File: src/rtl/fb_rect_fill.sv
// Rectangle-fill engine: clips a solid-color rectangle to the screen and
// streams one frame-buffer word write per granted cycle in raster order.
module fb_rect_fill #(
    parameter int unsigned H_RES   = 160,
    parameter int unsigned V_RES   = 120,
    parameter int unsigned FB_BASE = 0,
    parameter int unsigned ADDR_W  = 16,
    parameter int unsigned DATA_W  = 16
) (
    input  logic              clk,
    input  logic              rst_n,
    input  logic              cmd_valid,
    output logic              cmd_ready,
    input  logic [7:0]        cmd_x,
    input  logic [7:0]        cmd_y,
    input  logic [7:0]        cmd_w,
    input  logic [7:0]        cmd_h,
    input  logic [7:0]        cmd_color,
    output logic              mem_we,
    output logic [ADDR_W-1:0] mem_addr,
    output logic [DATA_W-1:0] mem_wdata,
    input  logic              mem_grant,
    output logic              busy,
    output logic              done
);

    // One extra bit over the 8-bit command fields so clip math never wraps.
    localparam int unsigned DIM_W = 9;
    localparam logic [DIM_W-1:0]  H_RES9   = DIM_W'(H_RES);
    localparam logic [DIM_W-1:0]  V_RES9   = DIM_W'(V_RES);
    localparam logic [ADDR_W-1:0] ROW_STEP = ADDR_W'(H_RES);

    typedef enum logic [1:0] {
        S_IDLE,
        S_SETUP,
        S_WRITE,
        S_DONE
    } state_e;

    state_e              state_q;
    logic [7:0]          x_q, y_q, w_q, h_q, color_q;
    logic [DIM_W-1:0]    ew_q, eh_q, col_q, row_q;
    logic [ADDR_W-1:0]   row_base_q;
    logic                cmd_ready_q, mem_we_q, busy_q, done_q;
    logic [ADDR_W-1:0]   mem_addr_q;
    logic [DATA_W-1:0]   mem_wdata_q;

    logic [DIM_W-1:0]    x9, y9, w9, h9, rem_w, rem_h;
    logic [DIM_W-1:0]    ew_d, eh_d;
    logic [ADDR_W-1:0]   base_d;
    logic                empty_d, last_col, last_row;

    // Clip extents, first-row address and raster-position flags.
    always_comb begin
        x9       = {1'b0, x_q};
        y9       = {1'b0, y_q};
        w9       = {1'b0, w_q};
        h9       = {1'b0, h_q};
        empty_d  = (w_q == 8'd0) || (h_q == 8'd0) || (x9 >= H_RES9) || (y9 >= V_RES9);
        rem_w    = H_RES9 - x9;
        rem_h    = V_RES9 - y9;
        ew_d     = (w9 < rem_w) ? w9 : rem_w;
        eh_d     = (h9 < rem_h) ? h9 : rem_h;
        base_d   = ADDR_W'(FB_BASE + (32'(y_q) * H_RES) + 32'(x_q));
        last_col = (col_q == ew_q - 9'd1);
        last_row = (row_q == eh_q - 9'd1);
    end

    // Command FSM with registered handshake and memory-write outputs.
    always_ff @(posedge clk or negedge rst_n) begin
        if (!rst_n) begin
            state_q     <= S_IDLE;
            x_q         <= '0;
            y_q         <= '0;
            w_q         <= '0;
            h_q         <= '0;
            color_q     <= '0;
            ew_q        <= '0;
            eh_q        <= '0;
            col_q       <= '0;
            row_q       <= '0;
            row_base_q  <= '0;
            cmd_ready_q <= 1'b1;
            mem_we_q    <= 1'b0;
            mem_addr_q  <= '0;
            mem_wdata_q <= '0;
            busy_q      <= 1'b0;
            done_q      <= 1'b0;
        end else begin
            case (state_q)
                S_IDLE: begin
                    done_q <= 1'b0;
                    if (cmd_valid && cmd_ready_q) begin
                        x_q         <= cmd_x;
                        y_q         <= cmd_y;
                        w_q         <= cmd_w;
                        h_q         <= cmd_h;
                        color_q     <= cmd_color;
                        cmd_ready_q <= 1'b0;
                        busy_q      <= 1'b1;
                        state_q     <= S_SETUP;
                    end
                end
                S_SETUP: begin
                    if (empty_d) begin
                        done_q  <= 1'b1;
                        state_q <= S_DONE;
                    end else begin
                        ew_q        <= ew_d;
                        eh_q        <= eh_d;
                        col_q       <= '0;
                        row_q       <= '0;
                        row_base_q  <= base_d;
                        mem_addr_q  <= base_d;
                        mem_wdata_q <= DATA_W'(color_q);
                        mem_we_q    <= 1'b1;
                        state_q     <= S_WRITE;
                    end
                end
                S_WRITE: begin
                    // Without a grant every output holds and nothing advances.
                    if (mem_grant) begin
                        if (!last_col) begin
                            col_q      <= col_q + 9'd1;
                            mem_addr_q <= mem_addr_q + ADDR_W'(1);
                        end else if (!last_row) begin
                            col_q      <= '0;
                            row_q      <= row_q + 9'd1;
                            row_base_q <= row_base_q + ROW_STEP;
                            mem_addr_q <= row_base_q + ROW_STEP;
                        end else begin
                            mem_we_q <= 1'b0;
                            done_q   <= 1'b1;
                            state_q  <= S_DONE;
                        end
                    end
                end
                S_DONE: begin
                    done_q      <= 1'b0;
                    busy_q      <= 1'b0;
                    cmd_ready_q <= 1'b1;
                    state_q     <= S_IDLE;
                end
                default: state_q <= S_IDLE;
            endcase
        end
    end

    assign cmd_ready = cmd_ready_q;
    assign mem_we    = mem_we_q;
    assign mem_addr  = mem_addr_q;
    assign mem_wdata = mem_wdata_q;
    assign busy      = busy_q;
    assign done      = done_q;

endmodule

File: config.mk
export PLATFORM = sky130hd
export DESIGN_NAME = fb_rect_fill
export DESIGN_NICKNAME = d
export VERILOG_FILES = /design/src/rtl/fb_rect_fill.sv
export SDC_FILE = /design/constraint.sdc
export NUM_CORES = 1
export LEC_CHECK = 0
export CAP_MARGIN = 5
export CORE_MARGIN = 1
export CORE_UTILIZATION = 35
export DETAILED_ROUTE_END_ITERATION = 6
export SYNTH_ARGS = -nofsm -noshare
export SYNTH_HDL_FRONTEND = slang
export SYNTH_SLANG_ARGS = --single-unit
File: constraint.sdc
create_clock -name clk -period 3.4 [get_ports clk]
set_input_delay 0.68 -clock clk [delete_from_list [all_inputs] [get_ports clk]]
set_output_delay 0.68 -clock clk [all_outputs]
set_load 0.005 [all_outputs]
Yosys cells after proc, flatten, opt, wreduce, memory -nomap -nowiden
Index checks and enable logic that the tools add are counted.

Flip-flop bits (word level): 122. Output and inout bits: 36. Word-level logic and storage cells: 102.

$add $sub $neg: 9. $mul: 1. $lt $le $gt $ge: 4. Equality and inequality tests: 13. Mux-type cells: 39. Bitwise logic cells: 1. Reduce and logical (&&, ||, !) cells: 18.

Operator list (number): $mux W16 (6); $mux W9 (9); $pmux W16 S2 (2); $pmux W9 S2 (2); $add A9 B1 Y9 const B (2); $eq A9 B9 Y1 (2); $lt A8 B9 Y1 (2); $sub A9 B1 Y9 const B (2); $add A16 B1 Y16 const B (1); $add A16 B8 Y16 (1); $add A16 B8 Y16 const B (1); $logic_not A8 Y1 (2); $ne A2 B2 Y1 const B (7); $reduce_and A4 Y1 (3); $mul A8 B3 Y11 const B (1); $mux W1 (11); $reduce_and A5 Y1 (2); $sub A7 B8 Y9 const A (1); $sub A8 B8 Y9 const A (1); $ge A8 B7 Y1 const B (1); $ge A8 B8 Y1 const B (1); $mux W2 (4); $pmux W2 S4 (1); $pmux W1 S2 (3); other kinds (11) (17).

Longest topological paths before layout
Depth after elaboration: 6. Depth in mapped cells: 15. Mapped depth without buffers: 14.

Worst setup path before layout
Ideal clock, no wire load.

Path kind: register -> register. From: register y_q[1]. To: register eh_q[3]. Library setup time: 0.083 ns. Arrival time: 3.131 ns. Slack: 0.187 ns. Cell stages (with the launch flop): 15. Clock period less this slack: 3.213 ns. Cells stage by stage: dfrtp_1 inv_1 ha_1 nor2b_1 or2_2 ha_1 a21o_1 a21o_1 a211oi_1 o21ai_0 a21oi_1 or3_1 clkbuf_1 mux2_2 o21ai_0.

Word-level cells in the longest chain between the ends: 4. Elaborated cells between the ends (all ways): 7.

Ends and longest elaborated chain: start, declared (line 41) `logic [7:0] x_q, y_q, w_q, h_q, color_q;`; start signal, assigned (line 95) `y_q <= cmd_y;`; parallel branches: the longest is 4 deep, another holds $sub A7 B8 Y9; end signal, assigned (line 110) `eh_q <= eh_d;`; end, declared (line 42) `logic [DIM_W-1:0] ew_q, eh_q, col_q, row_q;`.

Parallel ways; which one is timed is not known. A chain may end at the register's enable or synchronous reset.

Worst setup path after layout
From: register y_q[1]. To: register eh_q[6].

Same word-level chain as after synthesis.

==> results.md <==
- Status: complete, but fails checks
- Failing checks: design-rule violations
- H-tree levels: 4
- Initial Util: 36.0%
- GPL Wtd Cong: 0.857
- WP buf/inv: 2
- # hold bufs at CTS: 0
- Top cell type by total area after synthesis: dfrtp_1
- Hpwl dp: 14700 µm
- P_sw: 752 µW
- First-pass GRT wire length: 32300 µm
- Clk buf depth: 2
- Postcts setup bufs: 0
- Clock tree from TritonCTS: done
- Clock-pin slew on the worst setup and hold paths: 60 ps
- Drt first pass iters: 7
- Combinational Power Share: 2.6%
- Largest cells by area after synthesis: dfrtp_1 (38%), mux2_2 (7.3%), ha_1 (6.8%)
- Switch share: 22.6%
- Number of flops mapped to enable cells by yosys: 0
- GR Util All Layers: 17.5%
- Leakage: 4.47 nW
- DRT antenna net count: 0
- Min Tclk post-route: 3220 ps
- R2R setup slack: 180 ps
- First DRT Iteration DRCs: 348
- Flop pwr share: 43.6%
- DR vias: 6464
- Share of the yosys chip area belonging to registers: 38.6%
- Yosys warns: 0
- Met3 routed WL: 661 µm
- Slew margin rel.: 56.0%
- Top Ports: 80
- Drc violations: 2
- Clock power frac: 53.8%
- Highest metal used: met4
- Drt via density: 5.25
- Pint: 2.58 mW
- Die ar.: 23200 µm²
- Placed cell area: 9120 µm²
- Gr ovfl total: 0
- Skew-Pair Late Insertion Delay: 420 ps
- Total CTS buffers: 17
- Crit. End Element: flip-flop
- Drt wl/cell: 15.8 µm
- Req. time, crit path: 3700 ps
- Gate Count Post-Synth: 843
- Maxcap violations: 0
- R2r startpoint: y_q[1]$_DFFE_PN0P_
- Fin Clk Skew: 9.36 ps
- WP data arrival: 3520 ps
- Endpoints failing setup: 0
- Filler instances: 2093
- Worst Path Max Fanout: 5
- Row count: 54
- Share of layout cells above drive strength 1: 15.7%
- WS Path Type: reg2reg
- F_max: 0.310 GHz
- Diodes inserted: 0
- Dpl ws: 171 ps
- Core region area: 22000 µm²
- Critical path launch point type: flip-flop
- Wire length on met1: 9510 µm
- Worst vdd ir: 0.334 mV
- PostCTS Resize Cnt: 0
- Slowest-stage cell, CP: dfrtp_1
- Synthesis-stage register bit count: 122
- CP delay by family, top: compound AO/OA/AOI/OAI gates
- Final hold viol count: 0
- Worst-Margin Slew: 655 ps
- Vias in the first global route: 6144
- Register area: 3050 µm²
- Top-area cell type share of the netlist area: 38.3%
- Final Max Slew Viols: 0
- Crit-path cells: inv_1, ha_1, nor2b_2, or2_2, ha_1, a21o_1, a21o_1, a211oi_1, o21ai_0, a21oi_2, or3_4, buf_4, a221oi_2, a21oi_1
- Sink Count: 122
- Met2 WL: 8910 µm
- Final worst slack: 177 ps
- Synth cell count leaders: dfrtp_1 (121), nand2_1 (94), nor2_1 (58)
- Top-count cell post-synth: dfrtp_1
- RR Endpoint: eh_q[6]$_DFFE_PN0P_
- Vert. Die Dim: 152 µm
- Die X: 152 µm
- Slowest stage delay, CP: 410 ps
- Initial antenna violation count: 0
- Final period util: 94.8%
- Mean Syn Cell Area: 9.38 µm²
- Multi-input logic area: 4610 µm²
- Largest net degree at the start of global routing: 75
- Post-synth top flop: dfrtp_1
- Async SR Flop Fraction: 100%
- Count of unique library cells instantiated by Yosys: 74
- Hold crit path type: in2async
- Cell Pwr Density: 342 nW/µm²
- CTS root buffer: clkbuf_16
- Wirelength, routed: 19500 µm
- Post-layout nets: 1027
- Final Cell Area: 9730 µm²
- Area growth from synthesis to layout: 23.0%
- Port bufs: 71
- Reg2reg path depth: 14
- Netlist Area Pre-Place: 7910 µm²
==> how the worst max path moves through the flow <==
stage / start / end / slack, ps / cells after the start
after floorplan: y_q[1]$_DFFE_PN0P_ / eh_q[3]$_DFFE_PN0P_ / 190 / 14
after global placement: y_q[1]$_DFFE_PN0P_ / eh_q[6]$_DFFE_PN0P_ / 250 / 15
after detailed placement: y_q[1]$_DFFE_PN0P_ / eh_q[1]$_DFFE_PN0P_ / 170 / 14
after CTS: y_q[1]$_DFFE_PN0P_ / eh_q[1]$_DFFE_PN0P_ / 140 / 14
after global routing: y_q[1]$_DFFE_PN0P_ / eh_q[6]$_DFFE_PN0P_ / -70 / 15
final: y_q[1]$_DFFE_PN0P_ / eh_q[6]$_DFFE_PN0P_ / 180 / 14
==> layout by cell type, fill, tap and decap left out, types with 13 or more instances in the layout <==
cell,Yosys,routed
nor3_1,17,16
clkbuf_16,0,17
mux2i_1,13,13
dfrtp_1,121,121
nor2_1,58,58
nand2_1,94,94
a21oi_1,46,45
clkdlybuf4s50_1,0,70
xnor2_1,22,21
o21ai_0,32,32
buf_4,8,38
and3_1,13,13
xor2_1,37,37
ha_1,43,42
nand3_1,28,27
inv_1,33,33
mux2_2,51,51
==> layer usage <==
metal  vias to the layer above  track usage [%]
li1                       3210                -
met1                      3102             24.0
met2                       126             27.7
met3                        26             2.84
met4                         0             6.32
met5                         -                0
==> flip-flops by register name, indices dropped and copies added (netlist names), 9 cells and up <==
| register | flops |
|---|---|
| ew_q | 9 |
| eh_q | 9 |
| col_q | 9 |
| row_q | 9 |
| mem_addr | 16 |
| row_base_q | 16 |
==> layout make-up <==
class,count,share of cell area [%]
Multi-Input combinational cell,655,47.4
Sequential cell,122,31.4
Timing Repair Buffer,109,10.3
Clock buffer,18,4.41
Tap cell,280,3.60
Clock inverter,14,1.54
Inverter,33,1.27
==> metrics by stage <==
step | power (mW) | TNS (ps) | instances | util (%) | hold WS (ps)
2_1_floorplan | 1.49 | 0 | 850 | - | 384
3_5_place_dp | 1.57 | 0 | 1199 | 41.5 | 446
4_1_cts | 3.37 | 0 | 1231 | 44.2 | 100
5_1_grt | 3.45 | -72.4 | 1231 | 44.3 | 110
3_3_place_gp | 1.57 | 0 | 1199 | 41.5 | 440
6_report | 3.33 | 0 | 1231 | 44.3 | 112
==> kinds of logic (layout without fill, tap and decap cells) <==
| kind of cell | Yosys count | in the layout | share of synthesized area, % |
|---|---|---|---|
| xor gates and xnor gates | 59 | 59 | 6.54 |
| other | 1 | 8 | 0.0474 |
| AOI/OAI and AO/OA | 172 | 172 | 14.8 |
| and+or+nand+nor | 303 | 303 | 19.3 |
| buffers and inverters | 73 | 174 | 3.94 |
| muxes | 67 | 67 | 9.34 |
| adders and majority gates | 46 | 46 | 7.44 |
| DFF | 122 | 122 | 38.6 |
==> power groups by stage <==
stage,clock [mW],combinational (mW),sequential (mW)
6_report,1.79,0.0857,1.45
5_1_grt,1.90,0.0961,1.45
4_1_cts,1.83,0.0890,1.45
3_5_place_dp,0,0.0888,1.48
3_3_place_gp,0,0.0890,1.48
2_1_floorplan,0,0.00963,1.48
(Power assumes the default switching activity.)
